## src/rtl/ps2_frame_rx.sv

```systemverilog
// ps2_frame_rx -- PS/2 device-to-host frame receiver.
//
// Receives one 11-bit PS/2 frame (start, 8 data bits LSB first, parity, stop)
// clocked by the device on falling edges of ps2c. Both PS/2 lines are
// synchronised into clk, and ps2c is debounced before edge detection.
//
// Optional feature macro: PS2_FRAME_RX_PARITY_CHK_EN
//   defined   -> odd parity over data+parity is checked; a failure pulses
//                parity_err instead of rx_done_tick.
//   undefined -> parity bit is ignored and parity_err is tied low.
//
// Parameters
//   FILTER_LEN   ps2c debounce depth in clk cycles (must be >= 2)
//   TIMEOUT_CYC  max clk cycles allowed between ps2c falling edges in a frame
//
// Ports
//   clk           system clock (single domain)
//   reset         synchronous, active-high reset
//   rx_en         permits the start of a new frame
//   ps2d          PS/2 data line (asynchronous)
//   ps2c          PS/2 clock line (asynchronous)
//   rx_done_tick  one-cycle pulse: valid byte on dout
//   dout          last valid received byte
//   frame_err     one-cycle pulse: bad start/stop bit or inter-edge timeout
//   parity_err    one-cycle pulse: odd-parity failure

module ps2_frame_rx #(
    parameter int FILTER_LEN  = 8,
    parameter int TIMEOUT_CYC = 50000
) (
    input  logic       clk,
    input  logic       reset,
    input  logic       rx_en,
    input  logic       ps2d,
    input  logic       ps2c,
    output logic       rx_done_tick,
    output logic [7:0] dout,
    output logic       frame_err,
    output logic       parity_err
);

    localparam int             TW      = $clog2(TIMEOUT_CYC + 1);
    localparam logic [TW-1:0]  TMO_MAX = TW'(TIMEOUT_CYC);

    typedef enum logic [1:0] {
        IDLE = 2'd0,
        DPS  = 2'd1,
        LOAD = 2'd2
    } state_t;

    // Odd parity: XOR over the 8 data bits and the parity bit must be 1.
    function automatic logic odd_parity_ok(input logic [8:0] data_par);
        return ^data_par;
    endfunction

    state_t state, state_next;

    // ---- synchroniser stage ------------------------------------------------
    logic ps2c_p0, ps2c_p1;
    logic ps2d_p0, ps2d_p1;

    always_ff @(posedge clk) begin
        if (reset) begin
            ps2c_p0 <= 1'b1;
            ps2c_p1 <= 1'b1;
            ps2d_p0 <= 1'b1;
            ps2d_p1 <= 1'b1;
        end else begin
            ps2c_p0 <= ps2c;
            ps2c_p1 <= ps2c_p0;
            ps2d_p0 <= ps2d;
            ps2d_p1 <= ps2d_p0;
        end
    end

    // ---- debounce filter and falling-edge detect stage ---------------------
    logic [FILTER_LEN-1:0] filt_reg, filt_next;
    logic                  f_ps2c, f_ps2c_next, f_ps2c_prev;
    logic                  fall_edge;

    always_comb begin
        filt_next = {filt_reg[FILTER_LEN-2:0], ps2c_p1};
        // Hysteresis: only a full run of identical samples moves the output.
        if (&filt_next)
            f_ps2c_next = 1'b1;
        else if (~|filt_next)
            f_ps2c_next = 1'b0;
        else
            f_ps2c_next = f_ps2c;
    end

    always_ff @(posedge clk) begin
        if (reset) begin
            filt_reg    <= '1;
            f_ps2c      <= 1'b1;
            f_ps2c_prev <= 1'b1;
        end else begin
            filt_reg    <= filt_next;
            f_ps2c      <= f_ps2c_next;
            f_ps2c_prev <= f_ps2c;
        end
    end

    assign fall_edge = f_ps2c_prev & ~f_ps2c;

    // ---- frame assembly FSM ------------------------------------------------
    logic [10:0]   b_reg, b_next;
    logic [3:0]    n_reg, n_next;
    logic [TW-1:0] t_reg, t_next;
    logic          last_edge;
    logic          timeout;

    always_ff @(posedge clk) begin
        if (reset)
            state <= IDLE;
        else
            state <= state_next;
    end

    always_ff @(posedge clk) begin
        if (reset) begin
            b_reg <= '0;
            n_reg <= '0;
            t_reg <= '0;
        end else begin
            b_reg <= b_next;
            n_reg <= n_next;
            t_reg <= t_next;
        end
    end

    always_comb begin
        state_next = state;
        b_next     = b_reg;
        n_next     = n_reg;
        t_next     = t_reg;
        last_edge  = 1'b0;
        timeout    = 1'b0;
        case (state)
            IDLE: begin
                t_next = '0;
                if (fall_edge && rx_en) begin
                    b_next     = {ps2d_p1, b_reg[10:1]};
                    n_next     = 4'd9;
                    state_next = DPS;
                end
            end
            DPS: begin
                // rx_en is deliberately not consulted: a started frame runs
                // to completion or timeout.
                if (fall_edge) begin
                    b_next = {ps2d_p1, b_reg[10:1]};
                    t_next = '0;
                    if (n_reg == 4'd0) begin
                        last_edge  = 1'b1;
                        state_next = LOAD;
                    end else begin
                        n_next = n_reg - 4'd1;
                    end
                end else if (t_reg == TMO_MAX) begin
                    timeout    = 1'b1;
                    t_next     = '0;
                    state_next = IDLE;
                end else begin
                    t_next = t_reg + 1'b1;
                end
            end
            LOAD: begin
                t_next     = '0;
                state_next = IDLE;
            end
            default: state_next = IDLE;
        endcase
    end

    // ---- output stage ------------------------------------------------------
    // The frame is judged on the edge that completes it, using the shifted
    // value, so the registered pulses are visible during the LOAD cycle,
    // one cycle after the 11th edge.
    logic       frame_ok, parity_ok;
    logic       tick_next, ferr_next;
    logic [7:0] dout_next;

    assign frame_ok = ~b_next[0] & b_next[10];
`ifdef PS2_FRAME_RX_PARITY_CHK_EN
    assign parity_ok = odd_parity_ok(b_next[9:1]);
    logic perr_next;
`else
    assign parity_ok = 1'b1;
`endif

    always_comb begin
        tick_next = 1'b0;
        ferr_next = 1'b0;
        dout_next = dout;
`ifdef PS2_FRAME_RX_PARITY_CHK_EN
        perr_next = 1'b0;
`endif
        if (timeout) begin
            ferr_next = 1'b1;
        end else if (last_edge) begin
            if (!frame_ok) begin
                ferr_next = 1'b1;
            end else if (!parity_ok) begin
`ifdef PS2_FRAME_RX_PARITY_CHK_EN
                perr_next = 1'b1;
`endif
            end else begin
                tick_next = 1'b1;
                dout_next = b_next[8:1];
            end
        end
    end

    always_ff @(posedge clk) begin
        if (reset) begin
            rx_done_tick <= 1'b0;
            frame_err    <= 1'b0;
            dout         <= 8'h00;
        end else begin
            rx_done_tick <= tick_next;
            frame_err    <= ferr_next;
            dout         <= dout_next;
        end
    end

`ifdef PS2_FRAME_RX_PARITY_CHK_EN
    always_ff @(posedge clk) begin
        if (reset)
            parity_err <= 1'b0;
        else
            parity_err <= perr_next;
    end
`else
    assign parity_err = 1'b0;
`endif

endmodule

```

## config.mk

```make
export PLATFORM = sky130hd
export DESIGN_NAME = ps2_frame_rx
export DESIGN_NICKNAME = d
export VERILOG_FILES = /design/src/rtl/ps2_frame_rx.sv
export SDC_FILE = /design/constraint.sdc
export NUM_CORES = 1
export LEC_CHECK = 0
export ABC_AREA = 1
export ABC_CLOCK_PERIOD_IN_PS = 4400
export BUFFER_PORTS_ARGS = -buffer_cell sky130_fd_sc_hd__buf_4
export CAP_MARGIN = 20
export CORE_ASPECT_RATIO = 1.75
export CORE_MARGIN = 2
export CORE_UTILIZATION = 45
export CTS_BUF_LIST = sky130_fd_sc_hd__clkbuf_16
export DETAILED_ROUTE_END_ITERATION = 12
export HOLD_SLACK_MARGIN = 0.06
export MAX_ROUTING_LAYER = met4
export PLACE_DENSITY = 0.59
export SYNTH_ARGS = -nofsm -noshare
export SYNTH_HDL_FRONTEND = slang
export SYNTH_SLANG_ARGS = --single-unit
```

## constraint.sdc

```tcl
create_clock -name clk -period 4.4 [get_ports clk]
set_input_delay 0.66 -clock clk [delete_from_list [all_inputs] [get_ports clk]]
set_output_delay 0.66 -clock clk [all_outputs]
set_load 0.02 [all_outputs]
```

==> results.py, run 1 <==
metrics = {
    "status": {
        "status": "finished, final reports clean",
    },
    "logic_synthesis": {
        "synth_area_mm2": 0.00256,
        "yosys.area_share.xor_xnor_pct": 1.03,
        "ys_top_cells_by_count": "nand2_1 (85), inv_1 (59), dfxtp_1 (56), nor2_1 (55), nand3_1 (29)",
        "synthAdderAreaFrac_pct": 1.95,
        "synth.area.top_cells": "dfxtp_1 (44%), nand2_1 (12%), inv_1 (8.6%), nor2_1 (8.1%), nand3_1 (5.7%)",
        "synth.avg_cell_area_um2": 6.88,
        "synth_top_family_by_area": "simple AND/OR/NAND/NOR gates",
        "synth_edf_count": 0,
        "synth.distinct_cells": 27,
        "yosysTopAreaCellShare_pct": 43.8,
        "syn_nets": 381,
        "ys.flop_type": "dfxtp_1",
        "yosysSeqAreaShare_pct": 43.8,
        "synth_compound_area_share_pct": 9.62,
        "async_flop_share_pct": 0,
        "synth_area_leader_cell": "dfxtp_1",
        "syn_inst": 372,
        "synth-simple-area-share_pct": 32.0,
        "synth-seq-cells": 56,
        "synth_most_common_cell": "nand2_1",
        "synthMuxAreaShare_pct": 0,
        "yosys_warnings": 0,
    },
    "clocking": {
        "cts_root_buf": "clkbuf_16",
        "clk_pin_slew_ns": 0.07,
        "hold_buffers": 0,
        "insertion_delay_ns": 0.30,
        "h-tree-depth": 2,
        "cts_buffers": 5,
        "cts_tree": "done",
        "clock_sinks": 56,
        "clk_path_buf_depth": 2,
        "post_cts_resized": 0,
        "post-cts-setup-buffers": 0,
    },
    "floorplan": {
        "initial_core_util_pct": 46.2,
        "floorplan.core_area_mm2": 0.00554,
        "ios": 16,
        "die-area_mm2": 0.00633,
        "fp-row-count": 36,
        "fp.dieH_um": 104,
        "die-width_um": 61.0,
    },
    "timing": {
        "hold_violations": 0,
        "setup_viol": 0,
        "drv_slew": 0,
        "grt_setup_unrepaired": "no",
        "fin_crit_sh_pct": 42.5,
        "max_freq_mhz": 535,
        "setup_tns_ns": 0,
        "fin_crit_ns": 1.87,
        "relSlewSlack_pct": 49.6,
        "skew_ns": 0.00610,
        "tightestPinTransition_ns": 0.756,
    },
    "critical_path": {
        "critPathKind": "primary input to register",
        "crit_required_ns": 4.58,
        "worst-path-max-fanout": 33,
        "worstPathArrival_ns": 2.05,
        "startpoint_type": "primary input",
        "endpoint_kind": "register",
    },
    "power": {
        "p_leak_uw": 0.00120,
        "power.total_uw": 925,
        "p_per_area_mw_per_mm2": 326,
        "ir_worst_vdd_uv": 308,
    },
    "finish": {
        "final_nets": 391,
        "diodes": 0,
        "final_core_util_pct": 51.2,
        "largest_reg_flops": 16,
        "drive_above_1_share_pct": 9.40,
        "syn_to_final_growth_pct": 10.7,
    },
    "placed_design": {
        "port_buffers": 14,
        "dp_hpwl_um": 3600,
        "gp_congestion": 0.872,
    },
    "detailed_routing": {
        "drc_errors": 0,
        "drt-vias-per-instance": 4.84,
        "via_count": 2220,
        "first_pass_iters": 4,
        "routed_wl_um": 5180,
        "wl_per_cell_um": 11.3,
        "antenna_left": 0,
        "drtIter0Drc": 102,
    },
    "global_route": {
        "grt_pass1_vias": 2043,
        "grt_max_degree": 34,
        "grt_pass1_wl_um": 9090,
        "antenna_found_initial": 0,
        "grt-ovfl-total": 0,
        "grt_usage_pct": 19.3,
    },
    "flow_run": {
        "maxCapViolCount": 0,
    },
    "hold_path": {
        "holdCritPathClass": "register to register",
    },
}
[critical path: stages]
cell	delay, ns
buf_4	0.22
inv_1	0.60
nand2_1	0.15
o41ai_1	0.33
nand2_1	0.08
[cell families after synthesis]
group | Yosys count
other cells | 1
xor+xnor | 3
compound gates | 47
fa+ha+maj | 4
buf+inv | 71
simple gates | 190
flops | 56
[layout make-up]
type,count,area (um2)
fill,601,2710
multi-input combinational,245,1150
sequential,56,1120
inverter,60,225
clock buffer,5,125
timing repair buffer,14,105
tap,76,95.1
clock inverter,3,17.5
[report_power, final]
part	internal [uW]	switching [uW]
registers	509	0.652
clock network	211	190
logic	4.27	10.7
[stage by stage]
stage	instances	area, um2	hold WS (ns)	setup WS [ns]
global route	459	2840	0.424	2.38
floorplan	372	2560	0.389	2.80
detailed placement	451	2690	0.393	2.15
CTS	459	2840	0.409	2.47
finish	459	2840	0.404	2.53
global placement	451	2690	0.391	2.20
[layout by cell type, fill, tap and decap left out, types with 6 or more instances in the layout]
master   count
dfxtp_1     56
inv_1       59
o21ai_0     18
nor2_1      55
nand3_1     29
nand2_1     85
a21oi_1     24
or2_2        6
buf_4       14
[path summary, 6_finish.rpt]
path	endpoint	depth (start not counted)	slack (ns)	start
worst max-delay path	f_ps2c$_SDFFE_PP1N_	5	2.53	reset
worst max register to register	t_reg[11]$_SDFFE_PP0P_	11	2.63	t_reg[0]$_SDFFE_PP0P_
worst min register to register	ps2c_p1$_SDFF_PP1_	1	0.40	ps2c_p0$_SDFF_PP1_
worst min-delay path	ps2c_p1$_SDFF_PP1_	1	0.40	ps2c_p0$_SDFF_PP1_
[metal layers]
metal / up-vias / GRT usage (%) / share of wire, %
li1: 1167 / - / -
met2: 26 / 33.0 / 56
met5: - / - / 0
met1: 1019 / 20.8 / 40
met3: 8 / 3.75 / 2.5
met4: 0 / 8.07 / 1.9
Note: power is estimated with default switching activity, not from simulation.
==> run 2: changes to the inputs <==
- ABC_CLOCK_PERIOD_IN_PS: 4400 -> 1870
- clock period: 4.4 -> 1.87 ns (I/O delays scaled with it)
==> results.py, run 2 (synthesis results as in run 1) <==
metrics = {
    "detailed_routing": {
        "routed_wl_um": 5150,
        "via_count": 2180,
        "first_pass_iters": 4,
        "wl_per_cell_um": 11.1,
        "drc_errors": 0,
        "drt-vias-per-instance": 4.70,
        "antenna_left": 0,
        "drtIter0Drc": 87,
    },
    "floorplan": {
        "initial_core_util_pct": 46.2,
        "fp.dieH_um": 104,
        "fp-row-count": 36,
        "die-area_mm2": 0.00633,
        "die-width_um": 61.0,
        "floorplan.core_area_mm2": 0.00554,
        "ios": 16,
    },
    "timing": {
        "setup_slack_ns": 0.261,
        "relSlewSlack_pct": 64.6,
        "fin_crit_ns": 1.61,
        "setup_viol": 0,
        "max_freq_mhz": 621,
        "tightestPinTransition_ns": 0.531,
        "skew_ns": 0.00901,
        "setup_tns_ns": 0,
        "grt_setup_unrepaired": "no",
        "drv_slew": 0,
        "fin_crit_sh_pct": 86.1,
        "hold_violations": 0,
    },
    "critical_path": {
        "crit_start": "state[1]$_SDFFE_PP0P_",
        "startpoint_type": "register",
        "rr_startpoint": "state[1]$_SDFFE_PP0P_",
        "endpoint_kind": "register",
        "r2r-end": "dout[5]$_SDFFE_PP0P_",
        "crit_end": "dout[5]$_SDFFE_PP0P_",
        "worst-path-max-fanout": 17,
        "critPathKind": "register to register",
        "crit_required_ns": 2.06,
        "worstPathArrival_ns": 1.80,
        "ff2ff_setup_slack_ns": 0.26,
        "reg2reg_depth": 8,
    },
    "placed_design": {
        "port_buffers": 14,
        "placed_area_mm2": 0.00273,
        "gp_congestion": 0.855,
        "dp_slack_ns": 0.228,
        "dp_hpwl_um": 3710,
    },
    "finish": {
        "largest_reg_flops": 16,
        "drive_above_1_share_pct": 10.6,
        "final_nets": 396,
        "syn_to_final_growth_pct": 12.2,
        "final_common_cell": "nand2_1",
        "diodes": 0,
        "layout_common_cells": "nand2_1 (85), inv_1 (60), dfxtp_1 (56), nor2_1 (55), nand3_1 (29)",
        "post-route-cell-area_mm2": 0.00287,
        "filler_cell_count": 577,
    },
    "clocking": {
        "hold_buffers": 0,
        "cts_tree": "done",
        "clk_pin_slew_ns": 0.07,
        "cts_root_buf": "clkbuf_16",
        "post-cts-setup-buffers": 0,
        "h-tree-depth": 2,
        "clock_sinks": 56,
        "clk_path_buf_depth": 2,
        "post_cts_resized": 0,
        "insertion_delay_ns": 0.29,
        "cts_buffers": 5,
    },
    "power": {
        "p_per_area_mw_per_mm2": 752,
        "power.total_uw": 2160,
        "p_leak_uw": 0.00123,
        "ir_worst_vdd_uv": 536,
    },
    "global_route": {
        "antenna_found_initial": 0,
        "grt_max_degree": 34,
        "grt_pass1_vias": 2085,
        "grt-ovfl-total": 0,
        "grt_pass1_wl_um": 8850,
        "grt_usage_pct": 18.5,
    },
    "status": {
        "status": "finished, final reports clean",
    },
    "flow_run": {
        "maxCapViolCount": 0,
    },
    "hold_path": {
        "holdCritPathClass": "primary input to register",
    },
}
-- run 2: cell count changes in the layout (fill, tap and decap cells not counted), sizes merged --
| cell | before | now |
|---|---|---|
| buf | 14 | 19 |
| inv | 60 | 61 |
| clkinv | 3 | 2 |
-- run 2: stage by stage --
| step | utilization, % | hold WS, ns | instances |
|---|---|---|---|
| detailed placement | 49.3 | 0.401 | 456 |
| finish | 51.9 | 0.169 | 464 |
| global route | 51.9 | 0.163 | 464 |
| CTS | 51.9 | 0.164 | 464 |
| floorplan | - | 0.384 | 372 |
| global placement | 49.3 | 0.390 | 456 |
-- run 2: layer usage --
| metal | routed length [um] | track usage [%] |
|---|---|---|
| met1 | 2120 | 20.3 |
| met2 | 2800 | 31.8 |
| met3 | 97 | 3.37 |
| met4 | 123 | 6.37 |
| met5 | 0 | - |
-- run 2: worst min path at each step --
| stage | depth (start not counted) | start | slack [ns] | end |
|---|---|---|---|---|
| global placement | 1 | ps2c_p0$_SDFF_PP1_ | 0.39 | ps2c_p1$_SDFF_PP1_ |
| finish | 2 | ps2d | 0.17 | ps2d_p0$_SDFF_PP1_ |
| global route | 2 | ps2d | 0.16 | ps2d_p0$_SDFF_PP1_ |
| floorplan | 1 | ps2c | 0.38 | ps2c_p0$_SDFF_PP1_ |
| CTS | 2 | ps2d | 0.16 | ps2d_p0$_SDFF_PP1_ |
| detailed placement | 1 | ps2c_p0$_SDFF_PP1_ | 0.40 | ps2c_p1$_SDFF_PP1_ |
-- run 2: layout make-up --
class,instances,area [um2],area share (%)
Clock buffer,5,125,4.36
Clock inverter,3,17.5,0.610
Inverter,60,225,7.84
Multi-Input combinational cell,245,1150,39.9
Sequential cell,56,1120,39.0
Tap cell,76,95.1,3.31
Timing Repair Buffer,19,143,4.97
-- run 2: critical path: stages, from the launching register on --
cell	delay, ns
dfxtp_1	0.36
nor2_1	0.17
nand3_2	0.16
nand2_2	0.17
nand2_1	0.10
nand2_2	0.10
nand3_4	0.18
nor2_1	0.20
nor2_1	0.06
-- run 2: power by group --
part	leakage, uW	switching, uW	internal, uW
combinational	0.000704	26.5	12.8
sequential	0.000452	1.86	1200
clock	0.0000754	427	495
==> run 3: changes to the inputs <==
- CORE_UTILIZATION: 45 -> 25
- MAX_ROUTING_LAYER: met4 -> unset
- PLACE_DENSITY: 0.59 -> 0.37
- RECOVER_POWER: unset -> 25
==> results.py, run 3 (synthesis results as in run 1) <==
metrics = {
    "timing": {
        "drv_slew": 0,
        "setup_tns_ns": 0,
        "skew_ns": 0.00715,
        "setup_viol": 0,
        "setup_slack_ns": 0.227,
        "tightestPinTransition_ns": 0.668,
        "max_freq_mhz": 609,
        "fin_crit_ns": 1.64,
        "hold_violations": 0,
        "fin_crit_sh_pct": 87.9,
        "grt_setup_unrepaired": "no",
        "relSlewSlack_pct": 55.4,
    },
    "clocking": {
        "cts_root_buf": "clkbuf_16",
        "cts_buffers": 5,
        "clock_sinks": 56,
        "cts_tree": "done",
        "insertion_delay_ns": 0.30,
        "h-tree-depth": 2,
        "clk_path_buf_depth": 2,
        "clk_pin_slew_ns": 0.08,
    },
    "critical_path": {
        "r2r-end": "t_reg[10]$_SDFFE_PP0P_",
        "crit_required_ns": 2.09,
        "rr_startpoint": "t_reg[1]$_SDFFE_PP0P_",
        "worstPathArrival_ns": 1.86,
        "ff2ff_setup_slack_ns": 0.23,
        "endpoint_kind": "register",
        "reg2reg_depth": 8,
        "critPathKind": "register to register",
        "startpoint_type": "register",
        "worst-path-max-fanout": 4,
    },
    "placed_design": {
        "port_buffers": 14,
        "dp_hpwl_um": 4670,
        "dp_slack_ns": 0.175,
        "gp_congestion": 0.777,
    },
    "floorplan": {
        "floorplan.core_area_mm2": 0.00991,
        "die-width_um": 80.5,
        "initial_core_util_pct": 25.8,
        "fp-row-count": 48,
        "die-area_mm2": 0.0111,
        "fp.dieH_um": 138,
        "ios": 16,
    },
    "detailed_routing": {
        "wl_per_cell_um": 12.2,
        "antenna_left": 0,
        "drtIter0Drc": 72,
        "routed_wl_um": 6350,
        "first_pass_iters": 4,
        "via_count": 2236,
        "drc_errors": 0,
        "drt-vias-per-instance": 4.31,
    },
    "global_route": {
        "grt_pass1_vias": 2222,
        "grt_pass1_wl_um": 10500,
        "antenna_found_initial": 0,
        "grt-ovfl-total": 0,
        "grt_max_degree": 33,
        "grt_usage_pct": 12.6,
    },
    "finish": {
        "final_core_util_pct": 29.8,
        "diodes": 0,
        "drive_above_1_share_pct": 11.2,
        "register_area_mm2": 0.00112,
        "multi_input_area_mm2": 0.00115,
        "final_nets": 402,
        "filler_cell_count": 1129,
        "layout_common_cells": "nand2_1 (85), inv_1 (58), dfxtp_1 (56), nor2_1 (54), nand3_1 (29)",
        "syn_to_final_growth_pct": 15.4,
        "final_common_cell": "nand2_1",
        "largest_reg_flops": 16,
    },
    "status": {
        "status": "finished, final reports clean",
    },
    "power": {
        "p_per_area_mw_per_mm2": 736,
        "p_leak_uw": 0.00123,
        "ir_worst_vdd_uv": 414,
    },
    "flow_run": {
        "maxCapViolCount": 0,
    },
    "hold_path": {
        "min_to": "ps2d_p0$_SDFF_PP1_",
        "hp-start": "ps2d",
        "min_delay_path_depth": 2,
        "holdCritPathClass": "primary input to register",
    },
}
-- run 3: changes by cell type in the layout (fill, tap and decap cells not counted), sizes merged --
| cell | delta |
|---|---|
| clkbuf | +7 |
| clkinv | +2 |
| inv | -2 |
| buf | -1 |
-- run 3: worst max-delay path: stages (launching register included) --
cell and delay [ns]:
dfxtp_1 0.40, ha_1 0.19, nand2_1 0.10, nor2_1 0.18, nand2_1 0.17, buf_4 0.19, o21ai_0 0.14, nand3_1 0.09
a21oi_1 0.11
-- run 3: power by group --
part / leakage [uW] / total [uW] / internal, uW / switching (uW)
registers: 0.000452 / 1200 / 1200 / 1.66
logic: 0.000710 / 41.4 / 12.4 / 29.0
clock network: 0.0000710 / 938 / 489 / 448
-- run 3: cell type report --
cell class,count,share of cell area [%]
clock buffer,5,4.23
sequential,56,37.9
multi-input combinational,245,38.8
clock inverter,3,0.466
tap,125,5.29
inverter,60,7.62
timing repair buffer,25,5.63
-- run 3: layer usage --
| layer | wire, um | global-route usage, % | share of wire (%) |
|---|---|---|---|
| met1 | 2340 | 12.0 | 37 |
| met2 | 3720 | 25.1 | 59 |
| met3 | 133 | 2.15 | 2.1 |
| met4 | 161 | 5.84 | 2.5 |
| met5 | 0 | 0 | 0 |
-- run 3: worst max-delay path by stage --
stage	start	to	slack, ns	cells past startpoint
2_1_floorplan	state[1]$_SDFFE_PP0P_	dout[0]$_SDFFE_PP0P_	0.43	10
3_3_place_gp	t_reg[0]$_SDFFE_PP0P_	t_reg[11]$_SDFFE_PP0P_	0.16	10
3_5_place_dp	t_reg[0]$_SDFFE_PP0P_	t_reg[11]$_SDFFE_PP0P_	0.17	10
4_1_cts	t_reg[0]$_SDFFE_PP0P_	t_reg[11]$_SDFFE_PP0P_	0.17	10
5_1_grt	t_reg[1]$_SDFFE_PP0P_	t_reg[10]$_SDFFE_PP0P_	0.03	8
6_report	t_reg[1]$_SDFFE_PP0P_	t_reg[10]$_SDFFE_PP0P_	0.23	8
-- run 3: per-stage QoR --
step	area [um2]	hold WS [ns]	power [uW]	std cells
after floorplan	2560	0.384	1250	372
after global placement	2840	0.398	1270	511
after detailed placement	2840	0.397	1270	511
after CTS	2980	0.161	2230	519
after global routing	2960	0.165	2270	519
final	2960	0.170	2180	519
-- run 3: repair_timing --
action | in CTS | in global routing
endpoints found under the setup margin | 0 | 2
hold buffers | 0 | 0
gates resized for setup | 0 | 2
setup buffers | 0 | 0
